### src/rtl/vga_board_capture.sv
// vga_board_capture
// Loopback receiver for the TinyVGA PMOD byte of the Game-of-Life VGA top.
// The raster position is rebuilt from the hsync/vsync falling edges only.
// Once tracking is locked, one full frame can be captured. Capturing samples
// the centre pixel of every displayed 8x8 cell and streams the 256 board bits
// together with their board index.
module vga_board_capture #(
    parameter int H_TOTAL      = 800,
    parameter int V_TOTAL      = 525,
    parameter int H_SYNC_START = 656,
    parameter int V_SYNC_START = 490
) (
    input  logic       clk,
    input  logic       rst_n,
    input  logic [7:0] vga_in,
    input  logic       cap_en,
    output logic       locked,
    output logic       sync_err,
    output logic       cap_busy,
    output logic       cell_valid,
    output logic [7:0] cell_addr,
    output logic       cell_alive,
    output logic       frame_done
);

    // PMOD byte layout: {hsync, B0, G0, R0, vsync, B1, G1, R1}
    localparam int HS_BIT = 7;
    localparam int VS_BIT = 3;
    localparam int G1_BIT = 1;
    localparam int R1_BIT = 0;

    localparam logic [9:0]  H_LAST  = 10'(H_TOTAL - 1);
    localparam logic [9:0]  V_LAST  = 10'(V_TOTAL - 1);
    localparam logic [9:0]  H_SYNC  = 10'(H_SYNC_START);
    localparam logic [9:0]  V_SYNC  = 10'(V_SYNC_START);
    localparam logic [10:0] H_GAP   = 11'(H_TOTAL - 1);
    localparam logic [10:0] GAP_MAX = 11'h7FF;

    // The board is 16x16 cells of 8x8 pixels. It is drawn at hpos 192..319
    // and vpos 256..383. Because of where the window starts, hpos[6:3] runs
    // 8..15 and then 0..7 across a row.
    localparam logic [9:0] BOARD_H_LO  = 10'd192;
    localparam logic [9:0] BOARD_H_HI  = 10'd319;
    localparam logic [9:0] BOARD_V_LO  = 10'd256;
    localparam logic [9:0] BOARD_V_HI  = 10'd383;
    localparam logic [2:0] CELL_CENTRE = 3'd4;
    localparam logic [7:0] LAST_CELL   = 8'd255;

    typedef enum logic [1:0] {
        ST_UNLOCKED   = 2'd0,
        ST_IDLE       = 2'd1,
        ST_WAIT_FRAME = 2'd2,
        ST_CAPTURE    = 2'd3
    } state_e;

    // Input stage
    logic [7:0]  s_q, s_prev_q;
    logic        hs_fall, vs_fall;

    // Raster tracking
    logic [9:0]  hc_q, hc_d, vc_q, vc_d;
    logic [9:0]  hc_cur, vc_cur;
    logic [10:0] hs_gap_q, hs_gap_d;
    logic        hs_seen_q, hs_pair_ok_q, hs_pair_ok_d;

    // Capture control
    state_e      state_q, state_d;
    logic [7:0]  cell_cnt_q, cell_cnt_d;
    logic        sync_bad, take_cell, last_cell;
    logic        in_board, cell_hit;
    logic [7:0]  disp_idx;

    // Registered outputs
    logic        sync_err_q, cell_valid_q, cell_alive_q, frame_done_q;
    logic [7:0]  cell_addr_q;

    // The blue and upper-nibble colour bits carry nothing this block needs.
    logic        unused_pmod_bits;
    assign unused_pmod_bits = ^{s_q[6:4], s_q[2], s_prev_q[6:4], s_prev_q[2:0]};

    assign hs_fall = s_prev_q[HS_BIT] & ~s_q[HS_BIT];
    assign vs_fall = s_prev_q[VS_BIT] & ~s_q[VS_BIT];

    // Register the PMOD byte and keep the previous sample for edge detection.
    always_ff @(posedge clk or negedge rst_n) begin
        if (!rst_n) begin
            s_q      <= 8'hFF;
            s_prev_q <= 8'hFF;
        end else begin
            s_q      <= vga_in;
            s_prev_q <= s_q;
        end
    end

    // Position of the sample in s. A sync fall pins that sample to the sync
    // start position. The registers hold the free-running prediction, and the
    // lock check compares against that prediction.
    always_comb begin
        hc_cur = hc_q;
        vc_cur = vc_q;
        if (hs_fall) begin
            hc_cur = H_SYNC;
        end
        if (vs_fall) begin
            vc_cur = V_SYNC;
        end
        hc_d = (hc_cur == H_LAST) ? 10'd0 : hc_cur + 10'd1;
        vc_d = vc_cur;
        if (hc_cur == H_LAST) begin
            vc_d = (vc_cur == V_LAST) ? 10'd0 : vc_cur + 10'd1;
        end
    end

    // Advance the raster counters so they follow the next sample into s.
    always_ff @(posedge clk or negedge rst_n) begin
        if (!rst_n) begin
            hc_q <= 10'd0;
            vc_q <= 10'd0;
        end else begin
            hc_q <= hc_d;
            vc_q <= vc_d;
        end
    end

    // Measure the spacing of hsync falls. A lock needs the latest two falls to
    // be exactly one line apart.
    always_comb begin
        if (hs_fall) begin
            hs_gap_d = 11'd0;
        end else if (hs_gap_q == GAP_MAX) begin
            hs_gap_d = hs_gap_q;
        end else begin
            hs_gap_d = hs_gap_q + 11'd1;
        end
        hs_pair_ok_d = hs_pair_ok_q;
        if (hs_fall) begin
            hs_pair_ok_d = hs_seen_q && (hs_gap_q == H_GAP);
        end
    end

    // Hold the hsync spacing measurement.
    always_ff @(posedge clk or negedge rst_n) begin
        if (!rst_n) begin
            hs_gap_q     <= 11'd0;
            hs_seen_q    <= 1'b0;
            hs_pair_ok_q <= 1'b0;
        end else begin
            hs_gap_q     <= hs_gap_d;
            hs_seen_q    <= hs_seen_q | hs_fall;
            hs_pair_ok_q <= hs_pair_ok_d;
        end
    end

    assign sync_bad = (hs_fall && (hc_q != H_SYNC)) || (vs_fall && (vc_q != V_SYNC));

    assign in_board = (hc_cur >= BOARD_H_LO) && (hc_cur <= BOARD_H_HI) &&
                      (vc_cur >= BOARD_V_LO) && (vc_cur <= BOARD_V_HI);
    assign cell_hit = in_board && (hc_cur[2:0] == CELL_CENTRE) && (vc_cur[2:0] == CELL_CENTRE);
    assign disp_idx = {vc_cur[6:3], hc_cur[6:3]};

    // Lock and capture sequencing. A sync contradiction wins over everything
    // else and drops any capture in progress.
    always_comb begin
        state_d    = state_q;
        cell_cnt_d = cell_cnt_q;
        take_cell  = 1'b0;
        last_cell  = 1'b0;
        case (state_q)
            ST_UNLOCKED: begin
                if (vs_fall && hs_pair_ok_q) begin
                    state_d = ST_IDLE;
                end
            end
            ST_IDLE: begin
                if (sync_bad) begin
                    state_d = ST_UNLOCKED;
                end else if (cap_en) begin
                    state_d = ST_WAIT_FRAME;
                end
            end
            ST_WAIT_FRAME: begin
                if (sync_bad) begin
                    state_d = ST_UNLOCKED;
                end else if ((hc_cur == 10'd0) && (vc_cur == 10'd0)) begin
                    state_d    = ST_CAPTURE;
                    cell_cnt_d = 8'd0;
                end
            end
            ST_CAPTURE: begin
                if (sync_bad) begin
                    state_d = ST_UNLOCKED;
                end else if (cell_hit) begin
                    take_cell  = 1'b1;
                    cell_cnt_d = cell_cnt_q + 8'd1;
                    if (cell_cnt_q == LAST_CELL) begin
                        last_cell = 1'b1;
                        state_d   = ST_IDLE;
                    end
                end
            end
            default: begin
                state_d = ST_UNLOCKED;
            end
        endcase
    end

    // State and cell counter registers.
    always_ff @(posedge clk or negedge rst_n) begin
        if (!rst_n) begin
            state_q    <= ST_UNLOCKED;
            cell_cnt_q <= 8'd0;
        end else begin
            state_q    <= state_d;
            cell_cnt_q <= cell_cnt_d;
        end
    end

    // Output registers. Address and state are held between cell pulses.
    // The display shows board cell c+1 at position c, so the index is bumped
    // by one and allowed to wrap.
    always_ff @(posedge clk or negedge rst_n) begin
        if (!rst_n) begin
            sync_err_q   <= 1'b0;
            cell_valid_q <= 1'b0;
            cell_addr_q  <= 8'd0;
            cell_alive_q <= 1'b0;
            frame_done_q <= 1'b0;
        end else begin
            sync_err_q   <= sync_bad && (state_q != ST_UNLOCKED);
            cell_valid_q <= take_cell;
            frame_done_q <= last_cell;
            if (take_cell) begin
                cell_addr_q  <= disp_idx + 8'd1;
                cell_alive_q <= s_q[R1_BIT] & s_q[G1_BIT];
            end
        end
    end

    assign locked     = (state_q != ST_UNLOCKED);
    assign cap_busy   = (state_q == ST_WAIT_FRAME) || (state_q == ST_CAPTURE);
    assign sync_err   = sync_err_q;
    assign cell_valid = cell_valid_q;
    assign cell_addr  = cell_addr_q;
    assign cell_alive = cell_alive_q;
    assign frame_done = frame_done_q;

endmodule

### config.mk
export PLATFORM = sky130hd
export DESIGN_NAME = vga_board_capture
export DESIGN_NICKNAME = d
export VERILOG_FILES = /design/src/rtl/vga_board_capture.sv
export SDC_FILE = /design/constraint.sdc
export NUM_CORES = 1
export LEC_CHECK = 0
export BUFFER_PORTS_ARGS = -buffer_cell sky130_fd_sc_hd__buf_2
export CAP_MARGIN = 20
export CORE_MARGIN = 3
export CORE_UTILIZATION = 59
export DETAILED_ROUTE_END_ITERATION = 16
export PLACE_DENSITY = 0.77
export SYNTH_ARGS = -nofsm -noshare
export SYNTH_HDL_FRONTEND = slang
export SYNTH_SLANG_ARGS = --single-unit
### constraint.sdc
create_clock -name clk -period 3.1 [get_ports clk]
set_input_delay 0.775 -clock clk [delete_from_list [all_inputs] [get_ports clk]]
set_output_delay 0.775 -clock clk [all_outputs]
set_load 0.005 [all_outputs]
== After elaboration in Yosys (flattened, before gate mapping) ==
Index checks and enable logic that the tools add are counted.
Word-level totals
  bits in registers: 71
  latch bits: 0
  RAM bits: 0
  bits in read-only memories: 0
  input bits: 11
  word-level logic and storage cells: 99
  memories: 0
Operators by class
  add/sub/neg operators: 5
  $mul: 0
  div/mod/pow operators: 0
  magnitude comparators: 4
  equal/unequal tests: 22
  shift-type cells: 0
  muxes and demuxes: 28
  bitwise operators: 6
  reduce and logical (&&, ||, !) cells: 20
Operators by type and width (count)
  $mux W10: 5
  $mux W8: 4
  $mux W11: 2
  $add A10 B1 Y10 const B: 2
  $eq A10 B10 Y1 const B: 2
  $le A10 B9 Y1 const B: 2
  $logic_not A10 Y1: 2
  $add A8 B1 Y8 const B: 2
  $mux W2: 8
  $pmux W8 S2: 1
  $ne A2 B2 Y1 const B: 6
  $ne A3 B3 Y1 const B: 4
  $add A11 B1 Y11 const B: 1
  $eq A11 B10 Y1 const B: 1
  $eq A11 B11 Y1 const B: 1
  $logic_and A1 B1 Y1: 11
  $ge A10 B8 Y1 const B: 1
  $ge A10 B9 Y1 const B: 1
  $ne A10 B10 Y1 const B: 1
  $ne A10 B9 Y1 const B: 1
  $reduce_and A5 Y1: 2
  $eq A8 B8 Y1 const B: 1
  $pmux W2 S4: 1
  $mux W1: 7
  9 further kinds: 16

== Depth between registers and ports, before layout ==
Gate-level depths: netlist (run 1).
  depth in word-level cells: 12
  mapped depth: 11
  depth with buffers taken out: 9

== Worst setup path after synthesis (run 1) ==
OpenSTA, ideal clock, no wires.
  path type: register to register
  start: reg s_prev_q[7]
  end: reg cell_cnt_q[4]
  arrival: 2.207 ns
  setup slack: 0.815 ns
  cell stages (with the launch flop): 11
  buffers on the path: 2
  period minus slack after synthesis: 2.285 ns
  cells stage by stage: dfstp_2 nand2b_1 buf_2 buf_1 nand2_1 ha_1 and4bb_1 and4_4 nand3_4 or3_1 a21oi_1
On the way
  word-level cells in the longest chain between the ends: 10
  elaborated cells on any way between the ends: 19
  classes of those cells: order compare (2); eq/ne (5); mux (1); bitwise (1); reduce/logical (10)
Ends and longest elaborated chain
  start: declaration: line 57  | logic [7:0] s_q, s_prev_q;
  start signal: assignment: line 91  | s_prev_q <= s_q;
  $and A1 B1 Y1 *: line 81  | assign hs_fall = s_prev_q[HS_BIT] & ~s_q[HS_BIT];
  $mux W10: line 101  | if (hs_fall) begin
  $ge A10 B8 Y1 / $le A10 B9 Y1 (equally long branches): line 156  | assign in_board = (hc_cur >= BOARD_H_LO) && (hc_cur <= BOARD_H_HI) &&
  $logic_and A1 B1 Y1 (2 in a row): line 156
  $logic_and A1 B1 Y1: line 157  | (vc_cur >= BOARD_V_LO) && (vc_cur <= BOARD_V_HI);
  $logic_and A1 B1 Y1 (2 in a row): line 158  | assign cell_hit = in_board && (hc_cur[2:0] == CELL_CENTRE) && (vc_cur[2:0] == CELL_CENTRE);
  $ne A2 B2 Y1 (no source line)
  $reduce_and A5 Y1 (no source line) *
  end signal: assignment: line 214  | cell_cnt_q <= cell_cnt_d;
  end: declaration: line 68  | logic [7:0] cell_cnt_q, cell_cnt_d;
Every way passes the cells marked *; elsewhere a longest branch is shown, timed or not.
A chain may end at the register's enable or synchronous reset.

== Worst setup path in the final report (run 1) ==
  start: reg s_q[3]
  end: reg cell_cnt_q[4]
On the way
  word-level cells in the longest chain between the ends: 10
  elaborated cells on any way between the ends: 19
  classes of those cells: order compare (2); eq/ne (5); mux (1); bitwise (2); reduce/logical (9)
Ends and longest elaborated chain
  start: declaration: line 57
  start signal: assignment: line 90  | s_q <= vga_in;
  $not A1 Y1 *: line 82  | assign vs_fall = s_prev_q[VS_BIT] & ~s_q[VS_BIT];
  $and A1 B1 Y1 *: line 82
  $mux W10: line 104  | if (vs_fall) begin
  $ge A10 B9 Y1: line 157
  $logic_and A1 B1 Y1: line 156
  $logic_and A1 B1 Y1: line 157
  $logic_and A1 B1 Y1 (2 in a row): line 158
  $ne A2 B2 Y1 (no source line)
  $reduce_and A5 Y1 (no source line) *
Marked as above.

==> run metrics, run 1 <==
GR Util met2 0.367; Post-CTS Setup Bufs 0; clk buf depth 2; Post-synth EDFFs 0; Area Overhead vs Synth 13.9%; crit end category flop; Clk Latency, worst-skew pair 0.34 ns; Synth Area in Adders 0.0200; count of pins over their slew limit 0; layout cell share with drive strength beyond 1 0.157; Synth area leader dfrtp_1; antenna violations before repair 0; CP Launch Type flop; GRT Total Usage 0.229; Seq. cell area 1530 sq um; nets 375; global route hottest layer met2; crit share post-route 0.784; complex-gate fraction of the synthesized area 0.0884; share of Yosys cell area claimed by the top area cell type 0.440; GP Congestion 0.930; DRC 0; met3 GRT Util 0.0431; #FFs+latches synth 61; leading cell type by number of instances after synthesis dfrtp_1; PwrDens 569 nW/um^2; Avg WL per Cell 14.9 microns; Peak VDD IR 0.537 mV; clk_skew 0.00885 ns; Post-Synth Simple-Gate Area 0.291; core area 4910 sq um; Ports 25; Die Area 6210 sq um; CP Cell Sequence nor2b_1 -> buf_4 -> nor2_1 -> ha_1 -> and4bb_1 -> and4_4 -> nand3_4 -> or3_1 -> a21oi_1; Post-DRT Antenna Nets 0; Critical Path RT 3.37 ns; fmax 411 MHz; setup violators final 0; routed vias/inst 5.81; routing usage on met1 0.291; Root Driver clkbuf_8; post-synth cell types 53; worst-path fanout max 18; mux contribution to synthesized area 0.0100; PortBufs 20; CP arrival 2.70 ns; Buf/Inv on CP 1; total number of vias 2,506; Hold WC Path Type flop to flop; clock slew at reported path FFs 0.07 ns; die height 78.8 microns; status completed; setup slack, reg-to-reg 0.67 ns; Async SR Flop Fraction 1.00; critical path's slowest cell dfstp_2; PostCTS Resize Cnt 0; DRT Pass-1 Iters 4; Initial Util 0.637; global route overflow 0; Yosys warning total 0; vias in the first global route 2,393; Seq/Total Area, Yosys 0.490; largest family of logic cells by synthesized area simple AND/OR/NAND/NOR gates; max_slew headroom 0.489; # fillers 364; row count 25; largest net degree at the start of global routing 37; first-pass GRT wire length 11,000 microns; # Max-Cap Violations 0; initial drt markers 183; Setup CP Type flop to flop; RSZ-0062 raised after global routing false; dominant synthesized flop cell dfrtp_1; setup_tns 0 ns; syn nets 350; Mapped Avg Cell Area 9.37 sq um; fin crit period 2.43 ns; CP max stage delay 0.54 ns; die width 78.8 microns; CTS buffer count 9; worst hold margin 0.371 ns; H-tree Lvls 3; CTS tree done; Synth top cells by count dfrtp_1, nand2_1, nor2_1, nand3_1, xnor2_1; Post-Syn Area 3130 sq um; Post-Synth XOR/XNOR Area 0.0700; dpl hpwl 4510 microns; leakage power 0.00153 uW; area of the multi-input gates 1500 sq um; clk sink count 61; Synth area leaders dfrtp_1, nand2_1, nor2_1; Worst-Margin Slew 0.766 ns; CTS Hold Buffers Added 0; family with the most delay on the worst path simple AND/OR/NAND/NOR gates; # diodes 0; Final Hold Fails 0; Routed WL 6420 microns; Synth Instances 334
[kinds of logic (layout without fill, tap and decap cells)]
kind of cell	Yosys count	in the layout
mux	3	3
fa+ha+maj	5	5
flops	61	61
xor+xnor	25	25
simple gates	177	177
compound gates	41	41
buf+inv	22	52
[cell type report]
| class | instances | area share |
|---|---|---|
| clock buffer | 9 | 0.0348 |
| timing repair buffer | 26 | 0.0407 |
| inverter | 10 | 0.0105 |
| sequential | 61 | 0.431 |
| clock inverter | 7 | 0.0386 |
| multi-input combinational | 251 | 0.421 |
| tap | 67 | 0.0235 |
[state kept, by name, indices dropped and copies added (netlist names), 2 cells and up]
name / flops
cell_addr: 8
cell_cnt_q: 8
hc_q: 10
hs_gap_q: 11
s_prev_q: 2
s_q: 4
state_q: 2
vc_q: 10
[metal layers]
layer	share of wire	vias up
met3	0.051	12
met4	0.024	0
li1	-	1235
met5	0	-
met2	0.47	58
met1	0.45	1201
[metrics by stage]
| stage | worst slack, ns | area (sq um) | util | cells | total power, uW |
|---|---|---|---|---|---|
| floorplan | 0.815 | 3130 | - | 334 | 1050 |
| global placement | 0.714 | 3300 | 0.672 | 415 | 1100 |
| detailed placement | 0.667 | 3300 | 0.672 | 415 | 1110 |
| CTS | 0.648 | 3560 | 0.725 | 431 | 2040 |
| global route | 0.518 | 3560 | 0.725 | 431 | 2110 |
| finish | 0.669 | 3560 | 0.725 | 431 | 2030 |
[worst paths after layout]
path,end,cells after the start,startpoint
worst min register to register,s_prev_q[3],0,s_q[3]
worst max-delay path,cell_cnt_q[4],9,s_q[3]
max in group asynchronous,cell_cnt_q[0],2,rst_n
worst min-delay path,s_prev_q[3],0,s_q[3]
worst max register to register,cell_cnt_q[4],9,s_q[3]
min in group asynchronous,cell_valid,1,rst_n
[report_power, final]
group	internal [uW]	switching, uW
Clock	612	318
Sequential	847	56.6
Combinational	84.2	109
[placed cells by master, fill, tap and decap left out, types with 3 or more instances in the layout]
cell type / instances
nand4_1: 11
dfrtp_1: 55
ha_1: 5
buf_2: 20
xor2_1: 8
nand2b_1: 4
clkbuf_8: 9
nor3_1: 7
buf_4: 6
o21ai_0: 9
and3_1: 9
nor3b_1: 3
nor4_1: 8
nand3_1: 20
or3_1: 4
a31oi_1: 3
bufinv_16: 4
nor2b_1: 4
nand2_1: 45
xnor2_1: 17
inv_1: 10
a21oi_1: 10
and2_1: 3
nor2_1: 44
dfstp_2: 6
Power figures use the tool's default switching activity.
==> run 2, diff against run 1 <==
Settings changed: ABC_AREA set to 1, CORE_UTILIZATION 59 to 54, PLACE_DENSITY 0.77 to 0.74.
Clock period 3.1 ns to 2.15 ns, I/O delays scaled along.
==> run metrics, run 2 <==
Synth area leaders dfrtp_1, nand2_1, inv_1; status completed; largest family of logic cells by synthesized area simple AND/OR/NAND/NOR gates; syn nets 445 (+27%); Post-DRT Antenna Nets 0 (unchanged); Clk pwr share 0.414 (-0.045); RSZ-0062 raised after global routing false; worst reg2reg path depth 14 (+5); critical path's slowest cell dfstp_2; Post-Synth Simple-Gate Area 0.328 (+0.0363); crit end category flop; Largest regs hs_gap_q: 11 flops, hc_q: 10 flops, vc_q: 10 flops; GRT Total Usage 0.210 (-0.0197); vias in the first global route 2,668 (+11%); Final Hold Fails 0 (unchanged); WL met3 207 microns (-37%); nets 484 (+29%); M1 wire length 3350 microns (+16%); leading cell type by number of instances after synthesis nand2_1; max layer used met4; mux contribution to synthesized area 0 (-0.0100); sequential share of power 0.462 (+0.016); setup violators final 0 (unchanged); clk sink count 61 (unchanged); core area 5990 sq um (+22%); clk_skew 0.00681 ns (-0.00204 ns); row count 28 (+12%); #FFs+latches synth 61 (unchanged); Synth area leader dfrtp_1; first-pass GRT wire length 12,000 microns (+9.2%); Die Area 7230 sq um (+16%); die width 85.0 microns (+7.9%); CTS tree done; Synth Area in Adders 0.0185 (-0.00145); Reg-to-Reg Start s_q[7]; Synth Instances 429 (+28%); post-synth cell types 36 (-32%); Initial Util 0.563 (-0.0739); Yosys warning total 0 (unchanged); share of Yosys cell area claimed by the top area cell type 0.408 (-0.0320); die height 85.0 microns (+7.9%); GP Congestion 0.870 (-6.5%); CP max stage delay 0.57 ns (+0.03 ns); CTS Hold Buffers Added 0 (unchanged); Seq/Total Area, Yosys 0.455 (-0.0357); complex-gate fraction of the synthesized area 0.0794 (-0.00902); # diodes 0 (unchanged); layout cell share with drive strength beyond 1 0.201 (+0.0443); Critical Path RT 2.42 ns (-0.95 ns); final core area utilization 0.653 (-0.0721); leakage power 0.00201 uW (+31%); Ports 25 (unchanged); combinational share of power 0.124 (+0.029); global route overflow 0 (unchanged); dpl ws 0.159 ns (-0.508 ns); DRT Pass-1 Iters 4 (unchanged); routed vias/inst 5.19 (-11%); clock slew at reported path FFs 0.07 ns (about the same); PwrDens 718 nW/um^2 (+26%); count of pins over their slew limit 0 (unchanged); most common cell after layout, fill and taps aside nand2_1; CP Launch Type flop; Post-synth EDFFs 0 (unchanged); max reg flops 11 (unchanged); dpl hpwl 5120 microns (+14%); Worst-Margin Slew 0.388 ns (-0.378 ns); worst hold margin 0.200 ns (-0.171 ns); Peak VDD IR 0.439 mV (-18%); # Max-Cap Violations 0 (unchanged); H-tree Lvls 3 (unchanged); fin crit period 2.02 ns (-0.408 ns); worst-path fanout max 7 (-11); largest net degree at the start of global routing 62 (+68%); total number of vias 2,845 (+14%); PortBufs 20 (unchanged); Async SR Flop Fraction 1.00 (unchanged); met2 wire len 3390 microns (+11%); initial drt markers 176 (-3.8%); P_int 2060 uW (+33%); CTS buffer count 9 (unchanged); Root Driver clkbuf_8; fmax 494 MHz (+20%); Routed WL 7130 microns (+11%); max_slew headroom 0.741 (+0.251); Clk Latency, worst-skew pair 0.34 ns (about the same); DRC 0 (unchanged); Hold WC Path Type input port to async pin; antenna violations before repair 0 (unchanged); Worst Setup SP s_q[7]; crit path setup slack, layout 0.127 ns (-0.542 ns); CP arrival 2.29 ns (-0.41 ns); Biggest register hs_gap_q; commonest cells after routing, fill and taps aside nand2_1, inv_1, dfrtp_1; clk buf depth 2 (unchanged); NetSw 751 uW (+55%); Switching Fraction 0.267 (+0.0287); Area Overhead vs Synth 16.0%; Synth top cells by count nand2_1, inv_1, dfrtp_1, nor2_1, nand3_1; Avg WL per Cell 13.0 microns (-13%); Post-Synth XOR/XNOR Area 0.0312 (-0.0388); dominant synthesized flop cell dfrtp_1; setup_tns 0 ns (unchanged); Mapped Avg Cell Area 7.86 sq um (-16%); Setup CP Type flop to flop; Post-Syn Area 3370 sq um (+7.8%); crit share post-route 0.941 (+0.157); CP Cell Sequence inv_2 -> nand2_4 -> nand2_1 -> ha_1 -> nand2_1 -> inv_2 -> nand3_1 -> nor2_2 -> nand2_4 -> inv_2 -> o21ai_4 -> clkbuf_16 -> nand2_1 -> o21ai_1
[run 2: cell types whose count changed in the layout (fill, tap and decap cells not counted), sizes merged, moves of 14 or more]
| cell | delta |
|---|---|
| nand2 | +62 |
| inv | +55 |
| o21ai | +25 |
| nor2 | +16 |
| xnor2 | -15 |
| nand3 | +14 |
[run 2: worst paths after layout]
path	to	slack, ns
setup / recovery	cell_cnt_q[3]	0.13
hold / removal	cell_addr[1]	0.20
setup reg to reg	cell_cnt_q[3]	0.13
hold reg to reg	s_prev_q[3]	0.38
max in group asynchronous	s_q[3]	1.64
min in group clk	s_q[7]	0.30
[run 2: kinds of logic after synthesis]
| logic type | Yosys count |
|---|---|
| xor gates and xnor gates | 12 |
| DFF | 61 |
| buffers and inverters | 72 |
| AOI/OAI and AO/OA | 49 |
| and+or+nand+nor | 230 |
| adders and majority gates | 5 |
[run 2: what timing repair did]
| item | 4_1_cts | 5_1_grt |
|---|---|---|
| setup endpoints to repair | 0 | 10 |
| buffers inserted | 0 | 2 |
| gates resized for setup | 0 | 9 |
[run 2: layer usage]
layer	track usage	vias up
met5	0	-
met4	0.106	0
li1	-	1445
met1	0.273	1336
met2	0.340	50
met3	0.0311	14
[run 2: power by group through the flow]
| stage | clock [uW] | combinational [uW] | sequential, uW |
|---|---|---|---|
| 4_1_cts | 1190 | 348 | 1300 |
| 3_5_place_dp | 0 | 348 | 1320 |
| 5_1_grt | 1240 | 396 | 1310 |
| 2_1_floorplan | 0 | 255 | 1310 |
| 3_3_place_gp | 0 | 331 | 1320 |
| 6_report | 1160 | 347 | 1300 |
[run 2: cell type report]
type / instances / area (sq um)
fill: 514 / 2080
multi-input combinational: 296 / 1560
sequential: 61 / 1530
inverter: 66 / 249
timing repair buffer: 34 / 248
clock buffer: 13 / 159
tap: 75 / 93.8
clock inverter: 3 / 67.6
[run 2: per-stage QoR]
step / cells / total power, uW / instance area [sq um]
floorplan: 429 / 1560 / 3370
global placement: 530 / 1650 / 3630
detailed placement: 530 / 1670 / 3630
CTS: 546 / 2840 / 3860
global route: 548 / 2950 / 3910
finish: 548 / 2810 / 3910
[run 2: worst max-delay path, delay by kind of cell, from the launching register on]
family	cells	cell delay (ns)
flops	1	0.57
simple gates	7	0.53
buf+inv	4	0.35
compound gates	2	0.28
fa+ha+maj	1	0.21
==> run 3, diff against run 2 <==
Settings changed: ABC_AREA 1 to 0, CTS_CLUSTER_SIZE set to 10.
==> run metrics, run 3 (synthesized netlist as in run 1, its figures left out) <==
status completed; critical path's slowest cell dfstp_2; Post-DRT Antenna Nets 0 (unchanged); setup violators final 0 (unchanged); Clk pwr share 0.420 (+0.006); commonest cells after routing, fill and taps aside dfrtp_1, nand2_1, nor2_1; Critical Path RT 2.43 ns (about the same); Worst Setup EP cell_cnt_q[4]; GRT Total Usage 0.231 (+0.0212); core area 5540 sq um (-7.5%); final core area utilization 0.673 (+0.0201); Worst-Margin Slew 0.542 ns (+0.154 ns); routed vias/inst 5.67 (+9.3%); Clk Latency, worst-skew pair 0.35 ns (about the same); layout cell share with drive strength beyond 1 0.225 (+0.0243); Crit path depth 8 (-6); CP Launch Type flop; Switching Fraction 0.253 (-0.0146); PwrDens 739 nW/um^2 (+2.9%); most common cell after layout, fill and taps aside dfrtp_1; Buf/Inv on CP 0 (-4); worst r2r dst cell_cnt_q[4]; CTS Hold Buffers Added 0 (unchanged); H-tree Lvls 3 (unchanged); Inst Count DP 431 (-19%); worst-path fanout max 7 (unchanged); NetSw 696 uW (-7.3%); leakage power 0.00162 uW (-20%); Area Overhead vs Synth 19.3%; global route overflow 0 (unchanged); CP arrival 2.39 ns (+0.10 ns); first-pass GRT wire length 11,800 microns (-1.4%); initial drt markers 191 (+8.5%); Biggest register hs_gap_q; fin crit period 2.11 ns (+0.0873 ns); fmax 474 MHz (-4.1%); Largest regs hs_gap_q: 11 flops, hc_q: 10 flops, vc_q: 10 flops; Hold WC Path Type input port to async pin; PortBufs 20 (unchanged); die height 82.1 microns (-3.4%); row count 27 (-3.6%); Ports 25 (unchanged); crit share post-route 0.982 (+0.0406); Avg WL per Cell 15.0 microns (+15%); P_int 2060 uW (about the same); DRC 0 (unchanged); vias in the first global route 2,494 (-6.5%); combinational share of power 0.106 (-0.018); family with the most delay on the worst path simple AND/OR/NAND/NOR gates; Worst Setup SP s_q[3]; sequential share of power 0.474 (+0.012); clk sink count 61 (unchanged); Root Driver clkbuf_8; crit end category flop; Reg-to-Reg Start s_q[3]; Die Area 6740 sq um (-6.8%); clk_skew 0.0106 ns (+0.00383 ns); Final Hold Fails 0 (unchanged); nets 393 (-19%); antenna violations before repair 0 (unchanged); CP max stage delay 0.57 ns (about the same); count of pins over their slew limit 0 (unchanged); # diodes 0 (unchanged); final cell count without fillers 454 (-17%); Setup CP Type flop to flop; CTS tree done; CP Cell Sequence nor2b_4 -> nor2_4 -> ha_2 -> and4bb_2 -> and4_4 -> nand3_4 -> or3_4 -> a21oi_2; DRT Pass-1 Iters 4 (unchanged); clk buf depth 2 (unchanged); total number of vias 2,576 (-9.5%); Routed WL 6820 microns (-4.4%); CTS buffer count 9 (unchanged); worst reg2reg path depth 8 (-6); clock slew at reported path FFs 0.07 ns (about the same); die width 82.1 microns (-3.4%); RSZ-0062 raised after global routing true; Peak VDD IR 0.486 mV (+11%); GP Congestion 0.920 (+5.7%); dpl hpwl 4810 microns (-6.1%); # Max-Cap Violations 0 (unchanged); largest net degree at the start of global routing 35 (-44%); max_slew headroom 0.636 (-0.105); max reg flops 11 (unchanged); Initial Util 0.565 (+0.00151); setup slack, reg-to-reg 0.04 ns (-0.09 ns)
## run 3: cell count changes in the layout (fill, tap and decap cells not counted), sizes merged, moves of 11 or more
cell / previous run / this run
nand2: 107 / 45
inv: 65 / 9
o21ai: 34 / 9
nor2: 60 / 44
xnor2: 2 / 17
nand3: 35 / 21
buf: 33 / 44
## run 3: layout make-up
class	instances	area, sq um
sequential	61	1530
inverter	10	41.3
tap	72	90.1
clock buffer	12	155
multi-input combinational	251	1560
clock inverter	4	70.1
fill	435	1810
timing repair buffer	44	280
## run 3: metrics by stage
stage	instance area, sq um	TNS, ns	power (uW)	hold WS [ns]	setup WS, ns
6_report	3730	0	2760	0.186	0.0395
5_1_grt	3730	-0.0330	2900	0.206	-0.0296
4_1_cts	3650	0	2770	0.193	0.00905
3_5_place_dp	3400	-0.138	1610	0.365	-0.0549
3_3_place_gp	3400	0	1590	0.362	0.0381
2_1_floorplan	3150	0	1520	0.242	0.0178
## run 3: timing repair
item,4_1_cts,5_1_grt
buffers inserted,4,3
pin swaps,6,8
endpoints found under the setup margin,5,19
resized for setup,2,13
## run 3: power groups by stage
stage                     sequential (uW)  clock, uW  combinational (uW)
after floorplan                      1300          0                 217
after global placement               1320          0                 270
after detailed placement             1320          0                 289
after CTS                            1300       1180                 290
after global routing                 1320       1250                 328
final                                1310       1160                 291
## run 3: routing by layer
metal / GRT usage / wire (microns) / share of wire / up-vias
met5: 0 / 0 / 0 / -
met4: 0.0914 / 131 / 0.019 / 0
met3: 0.0618 / 318 / 0.047 / 10
met2: 0.368 / 3300 / 0.48 / 64
met1: 0.300 / 3060 / 0.45 / 1229
li1: - / - / - / 1273
## run 3: worst min-delay path by stage
stage / endpoint / cells past startpoint / startpoint / slack (ns)
4_1_cts: cell_addr[0] / 2 / rst_n / 0.19
3_5_place_dp: s_prev_q[3] / 0 / s_q[3] / 0.37
3_3_place_gp: s_prev_q[3] / 0 / s_q[3] / 0.36
2_1_floorplan: cell_addr[0] / 0 / rst_n / 0.24
5_1_grt: cell_addr[0] / 2 / rst_n / 0.21
6_report: cell_addr[0] / 2 / rst_n / 0.19
